<file path="src/rtl/data_check.sv">
// ============================================================================
// data_check : AXI-Stream sink that checks a lane-replicated 16-bit counting
//              pattern, counts beats/errors and latches the first failure.
// Revision   : 1.0
// ============================================================================
`default_nettype none

module data_check #(
  parameter int DW = 512
) (
  input  logic          clk,
  input  logic          resetn,
  input  logic          start,
  input  logic [31:0]   expected_cycles,
  input  logic [3:0]    throttle,
  input  logic [DW-1:0] axis_tdata,
  input  logic          axis_tvalid,
  output logic          axis_tready,
  output logic          busy,
  output logic          done,
  output logic          pass,
  output logic [31:0]   beat_count,
  output logic [31:0]   error_count,
  output logic [31:0]   first_err_beat,
  output logic [15:0]   first_err_data,
  output logic          overrun
);

  localparam int LANES = DW / 16;

  typedef enum logic [1:0] {
    S_IDLE  = 2'd0,
    S_CHECK = 2'd1,
    S_DONE  = 2'd2
  } state_t;

  state_t      state_q, state_d;
  logic [15:0] exp_q, exp_d;
  logic [3:0]  stall_q, stall_d;
  logic [3:0]  thr_q, thr_d;
  logic [31:0] cycles_q, cycles_d;
  logic [31:0] beat_q, beat_d;
  logic [31:0] err_q, err_d;
  logic [31:0] ferr_beat_q, ferr_beat_d;
  logic [15:0] ferr_data_q, ferr_data_d;
  logic        overrun_q, overrun_d;

  logic             xfer;
  logic [15:0]      l0;
  logic [LANES-1:0] lane_mis;
  logic             bad;
  logic [31:0]      beat_inc;

  assign l0 = axis_tdata[15:0];

  for (genvar g = 0; g < LANES; g++) begin : g_lane
    assign lane_mis[g] = (axis_tdata[g*16 +: 16] != l0);
  end

  assign bad      = (|lane_mis) | (l0 != exp_q);
  assign beat_inc = beat_q + 32'd1;

  // Ready depends only on registered state, never on tvalid.
  assign axis_tready = ((state_q == S_CHECK) && (stall_q == 4'd0)) || (state_q == S_DONE);
  assign xfer        = axis_tvalid & axis_tready;

  always_comb begin
    state_d     = state_q;
    exp_d       = exp_q;
    stall_d     = stall_q;
    thr_d       = thr_q;
    cycles_d    = cycles_q;
    beat_d      = beat_q;
    err_d       = err_q;
    ferr_beat_d = ferr_beat_q;
    ferr_data_d = ferr_data_q;
    overrun_d   = overrun_q;

    if (start) begin
      // Any beat that happens to transfer alongside start is dropped.
      state_d     = (expected_cycles == 32'd0) ? S_DONE : S_CHECK;
      exp_d       = 16'd0;
      stall_d     = 4'd0;
      thr_d       = throttle;
      cycles_d    = expected_cycles;
      beat_d      = 32'd0;
      err_d       = 32'd0;
      ferr_beat_d = 32'd0;
      ferr_data_d = 16'd0;
      overrun_d   = 1'b0;
    end else begin
      case (state_q)
        S_CHECK: begin
          if (stall_q != 4'd0) begin
            stall_d = stall_q - 4'd1;
          end
          if (xfer) begin
            beat_d  = beat_inc;
            stall_d = thr_q;
            exp_d   = l0 + 16'd1;
            if (bad) begin
              if (err_q != 32'hFFFF_FFFF) begin
                err_d = err_q + 32'd1;
              end
              if (err_q == 32'd0) begin
                ferr_beat_d = beat_q;
                ferr_data_d = l0;
              end
            end
            if (beat_inc == cycles_q) begin
              state_d = S_DONE;
            end
          end
        end
        S_DONE: begin
          if (xfer) begin
            overrun_d = 1'b1;
          end
        end
        default: begin
          state_d = S_IDLE;
        end
      endcase
    end
  end

  always_ff @(posedge clk or negedge resetn) begin
    if (!resetn) begin
      state_q     <= S_IDLE;
      exp_q       <= 16'd0;
      stall_q     <= 4'd0;
      thr_q       <= 4'd0;
      cycles_q    <= 32'd0;
      beat_q      <= 32'd0;
      err_q       <= 32'd0;
      ferr_beat_q <= 32'd0;
      ferr_data_q <= 16'd0;
      overrun_q   <= 1'b0;
    end else begin
      state_q     <= state_d;
      exp_q       <= exp_d;
      stall_q     <= stall_d;
      thr_q       <= thr_d;
      cycles_q    <= cycles_d;
      beat_q      <= beat_d;
      err_q       <= err_d;
      ferr_beat_q <= ferr_beat_d;
      ferr_data_q <= ferr_data_d;
      overrun_q   <= overrun_d;
    end
  end

  assign busy           = (state_q == S_CHECK);
  assign done           = (state_q == S_DONE);
  assign pass           = done & (err_q == 32'd0) & ~overrun_q;
  assign beat_count     = beat_q;
  assign error_count    = err_q;
  assign first_err_beat = ferr_beat_q;
  assign first_err_data = ferr_data_q;
  assign overrun        = overrun_q;

endmodule

`default_nettype wire

</file>
<file path="config.mk">
export PLATFORM = sky130hd
export DESIGN_NAME = data_check
export DESIGN_NICKNAME = d
export VERILOG_FILES = /design/src/rtl/data_check.sv
export SDC_FILE = /design/constraint.sdc
export NUM_CORES = 1
export LEC_CHECK = 0
export CELL_PAD_IN_SITES_DETAIL_PLACEMENT = 0
export CELL_PAD_IN_SITES_GLOBAL_PLACEMENT = 1
export CORE_AREA = 2 2 261 263
export DETAILED_ROUTE_END_ITERATION = 8
export DIE_AREA = 0 0 263 265
export GPL_ROUTABILITY_DRIVEN = 0
export GPL_TIMING_DRIVEN = 0
export MAX_ROUTING_LAYER = met4
export PLACE_DENSITY = 0.63
export SLEW_MARGIN = 25
export SYNTH_ARGS = -nofsm -noshare
export SYNTH_HDL_FRONTEND = slang
export SYNTH_SLANG_ARGS = --single-unit
</file>
<file path="constraint.sdc">
create_clock -name clk -period 4.05 [get_ports clk]
set_input_delay 0.405 -clock clk [delete_from_list [all_inputs] [get_ports clk]]
set_output_delay 0.405 -clock clk [all_outputs]
set_load 0.03 [all_outputs]
</file>
# Yosys cells after proc, flatten, opt, wreduce, memory -nomap -nowiden
# Cells that the tools add are included.
[classes]
n_bitwise = 5
n_mux = 33
reduce_logical = 20
add_sub_neg = 4
n_eq_ne = 39
[ops]
columns = ["op", "n"]
rows = [
  ["16-bit inequality test", 32],
  ["32-bit two-way mux", 13],
  ["16-bit two-way mux", 8],
  ["32-bit by 1-bit adder with 32-bit output, second input constant", 2],
  ["32-bit logical NOT", 2],
  ["32-bit == test", 1],
  ["32-bit inequality test, second input constant", 1],
  ["31-bit OR reduction", 1],
  ["16-bit by 1-bit adder with 16-bit output, second input constant", 1],
  ["4-bit two-way mux", 4],
  ["2-bit nonzero test", 6],
  ["2-bit two-way mux", 4],
  ["4-bit AND reduction", 2],
  ["3-bit by 2-bit inequality test with 1-bit output, second input constant", 2],
  ["2-bit AND reduction", 3],
  ["4-bit logical NOT", 1],
  ["2-bit one-hot mux with 2 select lines", 1],
  ["4-bit nonzero test", 1],
  ["4-bit by 1-bit subtractor with 4-bit output, second input constant", 1],
  ["1-bit AND", 3],
  ["1-bit two-way mux", 3],
  ["3-bit AND reduction", 1],
  ["3-bit nonzero test", 1],
  ["2-bit by 1-bit == test with 1-bit output, second input constant", 1],
  ["other kinds (6)", 6],
]
[totals]
in_bits = 552
reg_bits = 171
output_inout_bits = 117

# Logic depth before layout (Yosys ltp)
[logic_depth]
word_depth = 7
mapped_depth = 15

# Least setup slack after synthesis
# OpenSTA, ideal clock, no wires.
[synth_timing]
kind = "input to register"
startpoint = "in axis_tdata[10]"
endpoint = "reg ferr_beat_q[27], in the netlist first_err_beat[27]"
path_buffers = 4
required_time_ns = 3.918
slack_ns = 0.550
cell_stages = 13
arrival_ns = 3.369
setup_time_ns = 0.132
cell_sequence = "buf_6 > buf_6 > or4_1 > a222oi_1 > nand4_1 > or4_1 > nor4_1 > nand4_2 > o221ai_2 > buf_6 > buf_12 > mux2i_1 > nor2_1"
[synth_via]
elab_chain_cells = 5
[synth_rtl]
columns = ["element", "line", "text"]
rows = [
  ["from (decl)", "16", "input logic [DW-1:0] axis_tdata,"],
  ["16-bit inequality test", "57", "assign lane_mis[g] = (axis_tdata[g*16 +: 16] != l0);"],
  ["31-bit OR reduction", "60", "assign bad = (|lane_mis) | (l0 != exp_q);"],
  ["1-bit OR *", "60", ""],
  ["2-bit nonzero test (no line) *", "n/a", ""],
  ["4-bit AND reduction (no line) *", "n/a", ""],
  ["to (signal assigned)", "147", "ferr_beat_q <= ferr_beat_d;"],
  ["to (decl)", "44", "logic [31:0] ferr_beat_q, ferr_beat_d;"],
]
# Every way passes the cells marked *; elsewhere a longest branch is shown, timed or not.
# A chain may end at the register's enable or synchronous reset.

# Final worst setup path
[layout_timing]
startpoint = "in axis_tdata[12]"
endpoint = "reg ferr_beat_q[13], in the netlist first_err_beat[13]"
# The elaborated chain is that of the path after synthesis.

==> flow_metrics.tcl <==
set metrics [dict create \
    status "complete, but fails checks" \
    violations "negative setup slack" \
    crit_slowest_cell "clkdlybuf4s50_1" \
    cap_violations 0 \
    skew_ns 0.0138 \
    syn_inst 1680 \
    grt_overflow_total 0 \
    cts_buffers 17 \
    drc 0 \
    path_class "in2reg" \
    dp_hpwl_um 92300 \
    clk_path_buf_depth 2 \
    fmax_mhz 239 \
    h-tree-depth 4 \
    rows 95 \
    cts_sinks 171 \
    start_kind "input pin" \
    first_iter_violations 2023 \
    async_flop_share 1.00 \
    worstMarginPinSlew_ns 1.12 \
    wl_um 109000 \
    antenna_found_initial 41 \
    grt_max_degree 77 \
    crit_required_ns 4.37 \
    io_buffers 662 \
    drt-wirelength-per-cell_um 33.1 \
    min_period_ns 4.19 \
    drt_pass1_iterations 6 \
    drv_slew 0 \
    ys_types 70 \
    synth_flop_cell "dfrtp_1" \
    fin_nets 2935 \
    post-place-ws_ns -2.24 \
    yosys_warnings 0 \
    synth_edf_count 0 \
    peakVddDrop_mv 0.319 \
    grt_pass1_wl_um 147000 \
    cpPeakStageDelay_ns 0.49 \
    multi_input_area_um2 8830 \
    worstPathArrival_ns 4.51 \
    cts_tree "built" \
    hold_violations 0 \
    core_um2 66800 \
    crit_path_end_kind "flop" \
    powerDensity_nw_per_um2 282 \
    synth_nets 2237 \
    die_h_um 265 \
    cts_root_buf "clkbuf_16" \
    rsz0062_at_grt "true" \
    syn_area_um2 13500 \
    cp_max_fo 10 \
    dieArea_um2 69700 \
    areaGrowthSynthToFinish_pct 66.8 \
    nFillCells 7042 \
    setup_slack_ns -0.137 \
    cts.reportedPaths.clkPinSlew_ns 0.08 \
    power.leakage_nw 8.34 \
    min_period_over_period 1.03 \
    ios 669 \
    post_drt_via_cell_ratio 5.50 \
    ys_seq_area_frac 0.316 \
    regArea_um2 4280 \
    clock_latency_ns 0.45 \
    setup_viol 52 \
    initial_core_util 0.203 \
    slew_headroom 0.249 \
    die_w_um 263 \
    syn_area_per_cell_um2 8.05 \
    crit_chain "clkdlybuf4s50_1 -> clkbuf_2 -> buf_6 -> buf_4 -> xnor2_1 -> o21ai_0 -> nor4_1 -> nand4_1 -> nor4_2 -> nand4_2 -> buf_6 -> o221ai_4 -> buf_12 -> buf_12 -> mux2i_2 -> nor2_1" \
    synth_seq_cells 171 \
    ant_nets 0 \
    holdCritPathClass "in2async" \
    power_w 0.00637 \
    drive_gt1_frac 0.0803 \
    via_count 18100 \
    track_usage 0.312 \
    grt_pass1_vias 17600 \
]
cells by family (layout without fill, tap and decap cells):
kind of cell	count (synthesis)	in the layout	share of synthesized area
and+or+nand+nor	774	774	0.302
AOI/OAI and AO/OA	356	356	0.170
DFF	171	171	0.316
buffers and inverters	148	859	0.0477
xor gates and xnor gates	130	130	0.0842
muxes	95	95	0.0740
adders and majority gates	6	6	0.00536
other	0	35	0
synth_stat cells (all sizes together), types with 23 or more instances:
| library cell | n | share of area |
|---|---|---|
| nand3 | 79 | 0.029 |
| or4 | 43 | 0.024 |
| nor2 | 183 | 0.051 |
| a31oi | 33 | 0.015 |
| a21oi | 86 | 0.032 |
| nor2b | 23 | 0.011 |
| nand4 | 83 | 0.039 |
| nor3 | 77 | 0.028 |
| mux2i | 55 | 0.041 |
| o21ai | 84 | 0.031 |
| clkbuf | 77 | 0.021 |
| buf | 39 | 0.017 |
| mux2 | 40 | 0.033 |
| inv | 31 | 0.0086 |
| dfrtp | 171 | 0.32 |
| and3 | 37 | 0.017 |
| nor4 | 51 | 0.024 |
| or3 | 58 | 0.027 |
| xnor2 | 79 | 0.051 |
| xor2 | 51 | 0.033 |
| nand2 | 90 | 0.025 |
sequential cells by signal, summed over array words and instances, names as in the netlist:
| register | flops |
|---|---|
| beat_count | 32 |
| cycles_q | 32 |
| error_count | 32 |
| exp_q | 16 |
| first_err_beat | 32 |
| first_err_data | 16 |
| overrun | 1 |
| stall_q | 4 |
| state_q | 2 |
| thr_q | 4 |
critical path, delay by kind of cell:
kind	cells	cell delay, ns
xor gates and xnor gates	1	0.14
AOI/OAI and AO/OA	2	0.49
and+or+nand+nor	5	1.36
buffers and inverters	7	1.83
muxes	1	0.22
area by class of cell:
cell class	instances	share of cell area
multi-input combinational	1361	0.391
clock buffer	17	0.0188
clock inverter	15	0.00782
sequential	171	0.190
timing repair buffer	683	0.305
inverter	32	0.00538
antenna	35	0.00388
tap	873	0.0484
buffer	112	0.0296
where the power goes:
part | internal (W) | switching, W | total [W]
combinational | 0.00120 | 0.00146 | 0.00266
sequential | 0.00185 | 0.000163 | 0.00201
clock | 0.000835 | 0.000866 | 0.00170
path summary, 6_finish.rpt:
| path | startpoint | to | slack (ns) | cells after the start |
|---|---|---|---|---|
| worst max-delay path | axis_tdata[12] | first_err_beat[13]$_DFFE_PN0P_ | -0.14 | 16 |
| worst min-delay path | resetn | first_err_beat[19]$_DFFE_PN0P_ | 0.46 | 2 |
| worst max register to register | exp_q[8]$_DFFE_PN0P_ | first_err_beat[13]$_DFFE_PN0P_ | -0.04 | 10 |
| worst min register to register | thr_q[2]$_DFFE_PN0P_ | thr_q[2]$_DFFE_PN0P_ | 0.50 | 1 |
| max in group asynchronous | resetn | error_count[26]$_DFFE_PN0P_ | 2.85 | 3 |
| min in group clk | thr_q[2]$_DFFE_PN0P_ | thr_q[2]$_DFFE_PN0P_ | 0.50 | 1 |
per-layer routing:
metal	global-route usage	vias up	wire [um]
met5	-	-	0
met4	0.134	0	5000
met3	0.0777	192	10400
met2	0.487	1200	49800
met1	0.382	8986	44100
li1	-	7763	-
metrics by stage:
stage	cells	TNS [ns]	area [um2]	util	hold slack [ns]
floorplan	1680	0	13500	-	0.109
global placement	3215	-1054.57	21200	0.318	0.489
detailed placement	3218	-172.26	21300	0.319	0.355
CTS	3254	0	22200	0.333	0.445
global route	3295	-1.53	22600	0.338	0.473
finish	3299	-5.04	22600	0.338	0.455
cells in the final DEF (no fill, tap or decap), types with 12 or more instances in the layout:
master / count
clkbuf_1: 53
a211oi_1: 19
clkbuf_2: 13
nor2b_1: 23
nand3_1: 79
mux2i_1: 52
or4_1: 39
o31ai_1: 15
nand4_1: 82
a21oi_1: 86
buf_4: 22
mux2_2: 37
clkdlybuf4s50_1: 646
o22ai_1: 20
o21ai_0: 81
nand2b_1: 13
buf_2: 16
nand2_1: 90
nor2_1: 182
diode_2: 35
and3_1: 37
xor2_1: 51
inv_1: 31
xnor2_1: 79
clkbuf_16: 19
and4_1: 12
nor3_1: 75
or3_1: 57
nor4_1: 42
dfrtp_1: 170
a31oi_1: 33
timing repair:
| item | 4_1_cts | 5_1_grt |
|---|---|---|
| buffers inserted | 5 | 10 |
| gates resized for setup | 101 | 62 |
| gates cloned | 0 | 2 |
| hold buffers | 1 | 0 |
| hold endpoints to repair | 50 | 0 |
| endpoints found under the setup margin | 93 | 79 |
| pin swaps | 14 | 13 |
Note: power is estimated with default switching activity, not from simulation.
